### config.mk
export PLATFORM = sky130hd
export DESIGN_NAME = color_sequencer
export DESIGN_NICKNAME = d
export VERILOG_FILES = /design/src/rtl/colseq_pkg.sv /design/src/rtl/colseq_debounce.sv /design/src/rtl/color_sequencer.sv
export SDC_FILE = /design/constraint.sdc
export NUM_CORES = 1
export LEC_CHECK = 0
export ABC_AREA = 1
export CAP_MARGIN = 5
export CORE_ASPECT_RATIO = 1.75
export CORE_MARGIN = 2
export CORE_UTILIZATION = 41
export CTS_BUF_LIST = sky130_fd_sc_hd__clkbuf_2 sky130_fd_sc_hd__clkbuf_4 sky130_fd_sc_hd__clkbuf_8
export DETAILED_ROUTE_END_ITERATION = 6
export GPL_TIMING_DRIVEN = 0
export HOLD_SLACK_MARGIN = 0.05
export PLACE_DENSITY_LB_ADDON = 0.12
export REMOVE_ABC_BUFFERS = 1
export SYNTH_ARGS = -nofsm -noshare
export SYNTH_HDL_FRONTEND = slang
export SYNTH_SLANG_ARGS = --single-unit
### constraint.sdc
create_clock -name clk -period 1.55 [get_ports clk]
set_input_delay 0.2325 -clock clk [delete_from_list [all_inputs] [get_ports clk]]
set_output_delay 0.2325 -clock clk [all_outputs]
set_load 0.005 [all_outputs]
### src/rtl/colseq_pkg.sv
// Shared definitions for the color sequencer: color indices, FSM encoding and
// the index-to-one-hot decode used to drive the renderer's select inputs.
package colseq_pkg;

    localparam logic [2:0] COL_BLACK   = 3'd0;
    localparam logic [2:0] COL_BLUE    = 3'd1;
    localparam logic [2:0] COL_GREEN   = 3'd2;
    localparam logic [2:0] COL_CYAN    = 3'd3;
    localparam logic [2:0] COL_RED     = 3'd4;
    localparam logic [2:0] COL_MAGENTA = 3'd5;
    localparam logic [2:0] COL_YELLOW  = 3'd6;
    localparam logic [2:0] COL_WHITE   = 3'd7;

    typedef enum logic {
        StWait    = 1'b0,
        StAdvance = 1'b1
    } colseq_state_e;

    function automatic logic [7:0] color_decode(input logic [2:0] code);
        logic [7:0] onehot;
        onehot       = '0;
        onehot[code] = 1'b1;
        return onehot;
    endfunction

endpackage

### src/rtl/colseq_debounce.sv
// Button conditioner: 2-flop synchronizer followed by a counter that only
// accepts a new level after DEBOUNCE_CYCLES consecutive stable cycles.
module colseq_debounce #(
    parameter int unsigned DEBOUNCE_CYCLES = 500000
) (
    input  logic clk,
    input  logic reset,
    input  logic btn_raw,
    output logic btn_level
);

    localparam int unsigned      CNT_W    = $clog2(DEBOUNCE_CYCLES + 1);
    localparam logic [CNT_W-1:0] CNT_LAST = CNT_W'(DEBOUNCE_CYCLES - 1);
    localparam logic [CNT_W-1:0] CNT_ONE  = CNT_W'(1);

    logic [1:0]       sync_q;
    logic [CNT_W-1:0] cnt_q, cnt_d;
    logic             level_q, level_d;

    // Any return to the accepted level restarts the stability count.
    always_comb begin
        cnt_d   = '0;
        level_d = level_q;
        if (sync_q[1] != level_q) begin
            if (cnt_q == CNT_LAST) begin
                level_d = sync_q[1];
            end else begin
                cnt_d = cnt_q + CNT_ONE;
            end
        end
    end

    always_ff @(posedge clk or posedge reset) begin
        if (reset) begin
            sync_q  <= '0;
            cnt_q   <= '0;
            level_q <= 1'b0;
        end else begin
            sync_q  <= {sync_q[0], btn_raw};
            cnt_q   <= cnt_d;
            level_q <= level_d;
        end
    end

    assign btn_level = level_q;

endmodule

### src/rtl/color_sequencer.sv
// Frame-synchronous text color selector; advances on auto count or button and
// only at a frame start. Define COLSEQ_DEBOUNCE_EN to debounce btn_next.
module color_sequencer
    import colseq_pkg::*;
#(
    parameter int unsigned FRAMES_PER_COLOR = 60,
    parameter int unsigned DEBOUNCE_CYCLES  = 500000
) (
    input  logic       clk,
    input  logic       reset,
    input  logic [9:0] pix_x,
    input  logic [9:0] pix_y,
    input  logic       auto_en,
    input  logic       btn_next,
    output logic [7:0] color_onehot,
    output logic [2:0] color_code,
    output logic       frame_tick
);

    if (FRAMES_PER_COLOR < 1 || FRAMES_PER_COLOR > 255 || DEBOUNCE_CYCLES < 1) begin : g_param_check
        $error("color_sequencer: parameter out of range");
    end

    localparam logic [7:0] FCNT_LAST = 8'(FRAMES_PER_COLOR - 1);

    logic btn_level;

`ifdef COLSEQ_DEBOUNCE_EN
    colseq_debounce #(
        .DEBOUNCE_CYCLES(DEBOUNCE_CYCLES)
    ) u_debounce (
        .clk      (clk),
        .reset    (reset),
        .btn_raw  (btn_next),
        .btn_level(btn_level)
    );
`else
    logic [1:0] btn_sync_q;

    always_ff @(posedge clk or posedge reset) begin
        if (reset) begin
            btn_sync_q <= '0;
        end else begin
            btn_sync_q <= {btn_sync_q[0], btn_next};
        end
    end

    assign btn_level = btn_sync_q[1];
`endif

    logic          btn_prev_q;
    logic          btn_rise;
    logic          at_origin;
    logic          at_origin_q;
    logic          frame_start;
    logic          advance_req;
    colseq_state_e state_q, state_d;
    logic [2:0]    color_q, color_d;
    logic [7:0]    onehot_q;
    logic [7:0]    fcnt_q, fcnt_d;
    logic          pending_q, pending_d;

    assign btn_rise    = btn_level & ~btn_prev_q;
    assign at_origin   = (pix_x == 10'd0) && (pix_y == 10'd0);
    assign frame_start = at_origin & ~at_origin_q;
    // A press seen on the frame-start cycle itself is honoured by this frame.
    assign advance_req = pending_q | btn_rise | (auto_en && (fcnt_q == FCNT_LAST));

    always_comb begin
        state_d   = state_q;
        color_d   = color_q;
        fcnt_d    = fcnt_q;
        pending_d = pending_q | btn_rise;
        unique case (state_q)
            StWait: begin
                if (frame_start) begin
                    if (auto_en) begin
                        fcnt_d = fcnt_q + 8'd1;
                    end
                    if (advance_req) begin
                        state_d = StAdvance;
                    end
                end
            end
            StAdvance: begin
                color_d   = color_q + 3'd1;
                fcnt_d    = '0;
                pending_d = btn_rise;
                state_d   = StWait;
            end
            default: state_d = StWait;
        endcase
        if (!auto_en) begin
            fcnt_d = '0;
        end
    end

    // at_origin_q starts high so sitting at the origin out of reset is not a frame start.
    always_ff @(posedge clk or posedge reset) begin
        if (reset) begin
            btn_prev_q  <= 1'b0;
            at_origin_q <= 1'b1;
            frame_tick  <= 1'b0;
            state_q     <= StWait;
            color_q     <= COL_BLACK;
            onehot_q    <= color_decode(COL_BLACK);
            fcnt_q      <= '0;
            pending_q   <= 1'b0;
        end else begin
            btn_prev_q  <= btn_level;
            at_origin_q <= at_origin;
            frame_tick  <= frame_start;
            state_q     <= state_d;
            color_q     <= color_d;
            onehot_q    <= color_decode(color_d);
            fcnt_q      <= fcnt_d;
            pending_q   <= pending_d;
        end
    end

    assign color_code   = color_q;
    assign color_onehot = onehot_q;

endmodule
==> Word level (Yosys, flattened, before mapping) <==
Cells that the tools add are included.
{ "word_totals": {"word_cells": 37, "regBits": 26, "in_bits": 24} }
{ "classes": {"n_bitwise": 7, "n_lt_le_gt_ge": 2, "eq_ne": 2, "n_reduce_logical": 5, "n_mux": 10, "addsub": 2} }
{ "op_table": {"columns": ["op", "count"], "rows": [
  ["10-bit logical NOT", 2],
  ["8-bit 2-to-1 mux", 2],
  ["8-bit case mux with 2 select lines", 1],
  ["8-bit by 1-bit adder with 8-bit output, second input constant", 1],
  ["8-bit by 6-bit == test with 1-bit output, second input constant", 1],
  ["3-bit by 4-bit less-than comparator with 1-bit output, second input constant", 1],
  ["1-bit 2-to-1 mux", 4],
  ["3-bit by 1-bit adder with 3-bit output, second input constant", 1],
  ["1-bit demux with 3-bit select", 1],
  ["3-bit by 1-bit >= comparator with 1-bit output, second input constant", 1],
  ["1-bit logical AND", 3],
  ["3-bit 2-to-1 mux", 1],
  ["3-bit inequality test, second input constant", 1],
  ["1-bit NOT", 3],
  ["1-bit AND", 2],
  ["1-bit OR", 2],
  ["1-bit case mux with 2 select lines", 1]
]} }

==> Depth between registers and ports, before layout <==
Gate-level depths: netlist of run 1.
{ "logic_depth": {"ltp_word": 7, "depth_mapped": 9, "mapped_depth_nobuf": 9} }

==> Worst setup path after synthesis of run 1 <==
No wires, ideal clock.
{ "synth_path": {"path_kind": "reg-to-reg", "from": "reg fcnt_q[0]", "to": "reg fcnt_q[4]", "setup_time_ns": 0.117, "stages_incl_launch_ff": 9, "path_slack_ns": 0.360, "arrival_ns": 1.072, "path_buffers": 0, "path_cell_list": "dfrtp_1 -> ha_1 -> nand2_1 -> inv_1 -> nand2_1 -> xor2_1 -> inv_1 -> nand3_1 -> nand2_1"} }
{ "synth_between": {"elab_chain_len": 4} }
{ "synth_rtl": {"columns": ["item", "line_no", "source"], "rows": [
  ["start, declared", "color_sequencer.sv:60", "logic [7:0] fcnt_q, fcnt_d;"],
  ["start signal, assigned", "color_sequencer.sv:116", "fcnt_q <= fcnt_d;"],
  ["8-bit by 1-bit adder with 8-bit output", "color_sequencer.sv:78", "fcnt_d = fcnt_q + 8'd1;"],
  ["8-bit 2-to-1 mux", "color_sequencer.sv:76", "if (frame_start) begin"],
  ["8-bit case mux with 2 select lines", "color_sequencer.sv:74", "unique case (state_q)"],
  ["8-bit 2-to-1 mux", "color_sequencer.sv:93", "if (!auto_en) begin"]
]} }
No other way between the ends. The select of a mux whose other input is x is not followed.
A chain may end at the register's enable or synchronous reset.

==> Worst setup path after layout of run 1 <==
{ "layout_path": {"from": "reg onehot_q[0] (netlist: color_onehot[0])", "to": "out color_onehot[0]"} }
{ "layout_lines": {"columns": ["item", "line_no", "source"], "rows": [
  ["start, declared", "color_sequencer.sv:59", "logic [7:0] onehot_q;"],
  ["start signal, assigned", "color_sequencer.sv:106", "onehot_q <= color_decode(COL_BLACK);"],
  ["start signal, assigned", "color_sequencer.sv:115", "onehot_q <= color_decode(color_d);"],
  ["end, declared", "color_sequencer.sv:15", "output logic [7:0] color_onehot,"]
]} }
No word-level cell between the ends.

==> impl_metrics.toml, run 1 <==
[synthesis]
dominantRegCellSynth = "dfrtp_1"
synth_area_sq_mm = 0.001241
yosys_warnings = 0
synthSimpleGateAreaFrac_pct = 33.77
synth_area_leaders = "dfrtp_1 48%, nand2_1 10%, nand3_1 6.9%, nor2_1 6.4%, inv_1 5.7%"
synth-xor-area-share_pct = 3.427
avgSynthCellArea_sq_um = 8.803
synth_edf_count = 0
synthArstFlopShare_pct = 100.0
synth_compound_area_share_pct = 1.411
yosysTopAreaCell = "dfrtp_1"
synthCells = 141
seq_area_frac_synth_pct = 52.62
synth.distinct_cells = 24
synth-adder-area-share_pct = 2.016
synth_top_family_by_area = "simple AND/OR/NAND/NOR gates"
netlist.area_leader.share_pct = 48.39
synth-seq-cells = 26
synth.area.mux_share_pct = 0

[timing]
slew_viol_final = 0
rsz0062_at_grt = "no"
min_period_ns = 1.517
setup_viol = 0
fmax_mhz = 659.2
relSlewSlack_pct = 35.98
fin_crit_sh_pct = 97.87
fin_worst_skew_ns = 0.002089
tightest_slew_ns = 0.9593
hold_violations = 0

[finish]
drive_gt1_share_pct = 7.910
antenna_cells = 0
fin_area_sq_mm = 0.001655
area_growth_pct = 33.37
fin_nets = 205

[grt]
grt_pass1_wl_um = 4002
grt_overflow = 0
grt_antenna_before_repair = 0
grt_max_degree = 27
grt_use_total_pct = 15.71
grt_pass1_vias = 994

[worst_setup_path]
slowest_delay_ns = 0.53
cp.required_ns = 1.32
cp.depth = 1
reg2reg_to = "color_onehot[1]"
crit_end = "color_onehot[0]"
crit_chain = "clkdlybuf4s50_1"
crit_path_start_kind = "flop"
worstPathArrival_ns = 1.28
crit_start = "color_onehot[0]"
cp-end-kind = "output pin"
r2r_cells = 6
worstPathMaxFanout = 1
critPathBufInv = 1
reg2reg_setup_slack_ns = 0.20
criticalPathCategory = "flop to output pin"
r2r_start = "state_q"
slowest_stage = "dfstp_2"
crit_family = "flip-flops"

[clock_tree]
post_cts_buffers = 0
cts.sinks = 26
path_clk_slew_ns = 0.08
cts_made_buffers = 3
root_buffer = "clkbuf_8"
clk_latency_ns = 0.26
hold_buffers = 0
clock_tree.buffer_depth = 2
cts_tree = "yes"
cts.repair.resized = 0
htree_levels = 1

[detailed_routing]
drtPass1Iterations = 5
vias_per_cell = 5.000
drc = 0
drt_iter0_markers = 18
vias = 1025
wire_per_inst_um = 12.51
final_antenna_net_count = 0
drt-total-wl_um = 2565

[floorplanning]
dieArea_sq_mm = 0.003501
io_pins = 36
die_height_um = 76.79
initial_core_util_pct = 42.87
rows = 26
die_w_um = 45.59
core_sq_mm = 0.002895

[placed_design]
hpwlAfterDp_um = 2005
placed_cell_area_sq_mm = 0.001614
port_buffers = 35
gp_congestion = 0.7236

[power_and_ir_drop]
leakage_uw = 0.0008079
vdd.ir_drop.worst_uv = 576.9
power.density_mw_per_mm2 = 688.7
p_total_uw = 1140

[worst_hold_path]
hold_path_class = "flop to flop"

[outcome]
status = "complete, no violations"

[job]
max_cap_viol_count = 0
==> metal layers <==
metal | routed length, um | global-route usage [%] | share of wire [%]
met2 | 1439 | 28.73 | 56
met4 | 24 | 7.941 | 0.94
met3 | 194 | 2.353 | 7.6
met1 | 907 | 15.61 | 35
met5 | 0 | 0 | 0
==> layout make-up <==
| class | instances | area [sq um] |
|---|---|---|
| clock buffers | 3 | 41.29 |
| repair buffers | 35 | 350.3 |
| fillers | 260 | 1240 |
| flip-flops and latches | 26 | 653.1 |
| inverters | 19 | 71.32 |
| multi-input cells | 94 | 504.2 |
| well taps | 28 | 35.03 |
==> synthesized netlist by cell type (2+ instances only) <==
library cell,n
dfrtp_1,24
dfstp_2,2
ha_1,2
inv_1,19
nand2_1,34
nand3_1,17
nand4_1,2
nor2_1,21
nor2_4,3
xor2_1,3
==> sequential cells by signal, summed over array words and instances (netlist names) <==
| name | count |
|---|---|
| frame_tick | 1 |
| btn_prev_q | 1 |
| at_origin_q | 1 |
| fcnt_q | 8 |
| color_onehot | 8 |
| btn_sync_q | 2 |
| pending_q | 1 |
| color_code | 3 |
| state_q | 1 |
==> placed cells by master (no fill, tap or decap), drive strengths merged <==
master         netlist  routed
dfstp                2       2
clkdlybuf4s50        0      35
nor4                 1       1
ha                   2       2
nor2                26      26
nand2               35      35
inv                 19      19
xor2                 3       3
nand3               18      18
xnor2                1       1
o21ai                2       2
or2                  1       1
nand4                3       3
clkbuf               0       3
o211ai               1       1
and2                 1       1
dfrtp               24      24
==> worst min path at each step <==
stage	from	depth (start not counted)	end
after floorplan	btn_next	0	btn_sync_q[0]
after global placement	btn_sync_q[0]	0	btn_sync_q[1]
after detailed placement	btn_sync_q[0]	0	btn_sync_q[1]
after CTS	btn_sync_q[0]	0	btn_sync_q[1]
after global routing	btn_sync_q[0]	0	btn_sync_q[1]
final	btn_sync_q[0]	0	btn_sync_q[1]
==> kinds of logic after synthesis <==
logic type	after synthesis
AOI/OAI and AO/OA	3
and+or+nand+nor	85
DFF	26
buffers and inverters	21
xor gates and xnor gates	4
adders and majority gates	2
==> stage by stage <==
step	util (%)	worst slack (ns)	TNS [ns]	hold slack (ns)	instances
after floorplan	-	0.3581	0	0.2639	139
after global placement	55.75	-0.003366	-0.003791	0.3357	202
after detailed placement	55.75	-0.03177	-0.1842	0.3449	202
after CTS	57.17	0.02121	0	0.3640	205
after global routing	57.17	0.003528	0	0.3714	205
final	57.17	0.03308	0	0.3602	205
==> power breakdown <==
part / internal (uW) / switching [uW] / leakage, uW / total (uW)
Sequential: 682 / 1.26 / 0.000344 / 683
Combinational: 56.2 / 35.0 / 0.000442 / 91.2
Clock: 174 / 192 / 0.0000216 / 366
Power figures use the tool's default switching activity.
==> run 2, diff against run 1 <==
--- a/config.mk
+++ b/config.mk
@@ -16,6 +16,7 @@
 export HOLD_SLACK_MARGIN = 0.05
 export PLACE_DENSITY_LB_ADDON = 0.12
 export REMOVE_ABC_BUFFERS = 1
+export SLEW_MARGIN = 20
 export SYNTH_ARGS = -nofsm -noshare
 export SYNTH_HDL_FRONTEND = slang
 export SYNTH_SLANG_ARGS = --single-unit
==> constraint.sdc (replaced) <==
create_clock -name clk -period 1.8 [get_ports clk]
set_input_delay 0.27 -clock clk [delete_from_list [all_inputs] [get_ports clk]]
set_output_delay 0.27 -clock clk [all_outputs]
set_load 0.005 [all_outputs]
==> run 2 against run 1 <==
  * First-iteration DRC count rose by 11%
  * Sequential power fell by 14%
  * Final cell count did not move
  * Highest routed layer unchanged
  * Critical path type unchanged
  * Count of clock-buffer cells in the layout did not move
  * Register-to-register slack improved by 0.25 ns
  * Clock skew barely moved
  * Hold slack barely moved
  * Largest power group unchanged
  * Sequential cell count did not move
==> impl_metrics.toml, run 2 (synthesized netlist as in run 1, its figures left out) <==
[worst_setup_path]
criticalPathCategory = "flop to output pin"
crit_end = "color_onehot[0]"
critPathBufInv = 1
cp.depth = 1
worstPathMaxFanout = 1
cp.required_ns = 1.53
r2r_cells = 6
reg2reg_setup_slack_ns = 0.45
crit_family = "flip-flops"
reg2reg_to = "color_onehot[1]"
crit_start = "color_onehot[0]"
crit_path_start_kind = "flop"
slowest_delay_ns = 0.53
worstPathArrival_ns = 1.28
cp-end-kind = "output pin"
slowest_stage = "dfstp_2"
r2r_start = "state_q"
crit_chain = "clkdlybuf4s50_1"

[placed_design]
gp_congestion = 0.7236
port_buffers = 35
hpwlAfterDp_um = 2005

[timing]
min_period_ns = 1.554
relSlewSlack_pct = 39.82
timing.hold.ws_ns = 0.3605
fmax_mhz = 643.3
hold_violations = 0
setup_viol = 0
fin_crit_sh_pct = 86.36
tightest_slew_ns = 0.8971
tns_ns = 0
rsz0062_at_grt = "no"
fin_worst_skew_ns = 0.002114
slew_viol_final = 0

[floorplanning]
die_w_um = 45.59
initial_core_util_pct = 42.87
dieArea_sq_mm = 0.003501
core_sq_mm = 0.002895
io_pins = 36
die_height_um = 76.79
rows = 26

[finish]
fill_cells = 260
fin_nets = 205
area_growth_pct = 33.37
mostFrequentLayoutCell = "clkdlybuf4s50_1"
mostFrequentLayoutCells = "35 x clkdlybuf4s50_1, 34 x nand2_1, 24 x dfrtp_1"
drive_gt1_share_pct = 7.910
antenna_cells = 0

[worst_hold_path]
hold_path_class = "flop to flop"

[power_and_ir_drop]
vdd.ir_drop.worst_uv = 496.8
p_total_uw = 981.7
leakage_uw = 0.0008041
p_sw_share_pct = 20.02
p_comb_share_pct = 8.0
switchingPower_uw = 196.6
power.density_mw_per_mm2 = 593.1
pwr-share-seq_pct = 59.9
internal_power_uw = 785.1
pwr-share-clk_pct = 32.1

[job]
max_cap_viol_count = 0

[clock_tree]
clock_tree.buffer_depth = 2
post_cts_buffers = 0
cts.sinks = 26
htree_levels = 1
cts_tree = "yes"
clk_latency_ns = 0.26
cts.repair.resized = 0
path_clk_slew_ns = 0.08
root_buffer = "clkbuf_8"
hold_buffers = 0
cts_made_buffers = 3

[detailed_routing]
vias_per_cell = 4.995
drtPass1Iterations = 5
wl_met3_um = 194
wl_met2_um = 1440
top_layer = "met4"
wire_per_inst_um = 12.49
wl_met1_um = 901
vias = 1024
drt_iter0_markers = 20
drt-total-wl_um = 2561
final_antenna_net_count = 0
drc = 0

[grt]
grt_use_total_pct = 15.71
grt_overflow = 0
grt_antenna_before_repair = 0
grt_pass1_vias = 994
grt_pass1_wl_um = 4002
grt_max_degree = 27

[outcome]
status = "complete, no violations"
run 2: cell count changes in the layout (fill, tap and decap cells not counted), sizes merged:
| cell | delta |
|---|---|
| clkinv | +1 |
| inv | -1 |
run 2: power groups by stage:
stage | Clock [uW] | Sequential, uW | Combinational (uW)
global route | 348 | 589 | 86.9
CTS | 326 | 588 | 80.1
detailed placement | 0 | 600 | 79.7
floorplan | 0 | 599 | 24.1
global placement | 0 | 600 | 77.5
finish | 315 | 588 | 78.6
run 2: through the flow:
step	area, sq um	setup WS (ns)	util [%]	instances
3_5_place_dp	1614	0.1807	55.75	202
5_1_grt	1655	0.2160	57.17	205
4_1_cts	1655	0.2337	57.17	205
6_report	1655	0.2456	57.17	205
2_1_floorplan	1229	0.6081	-	139
3_3_place_gp	1614	0.2091	55.75	202
run 2: worst min path at each step:
stage,start,to,slack (ns),cells after the start
2_1_floorplan,btn_next,btn_sync_q[0],0.30,0
3_3_place_gp,btn_sync_q[0],btn_sync_q[1],0.34,0
3_5_place_dp,btn_sync_q[0],btn_sync_q[1],0.34,0
4_1_cts,btn_sync_q[0],btn_sync_q[1],0.36,0
5_1_grt,btn_sync_q[0],btn_sync_q[1],0.37,0
6_report,btn_sync_q[0],btn_sync_q[1],0.36,0
run 2: layout make-up:
class / instances / area [sq um] / area share [%]
tap: 28 / 35.03 / 2.116
multi-input combinational: 94 / 504.2 / 30.46
clock buffer: 3 / 41.29 / 2.494
sequential: 26 / 653.1 / 39.46
inverter: 19 / 71.32 / 4.308
timing repair buffer: 35 / 350.3 / 21.16
run 2: per-layer routing:
| layer | global-route usage, % | up-vias |
|---|---|---|
| met4 | 7.941 | 0 |
| li1 | - | 509 |
| met2 | 28.73 | 37 |
| met5 | 0 | - |
| met3 | 2.353 | 2 |
| met1 | 15.61 | 476 |
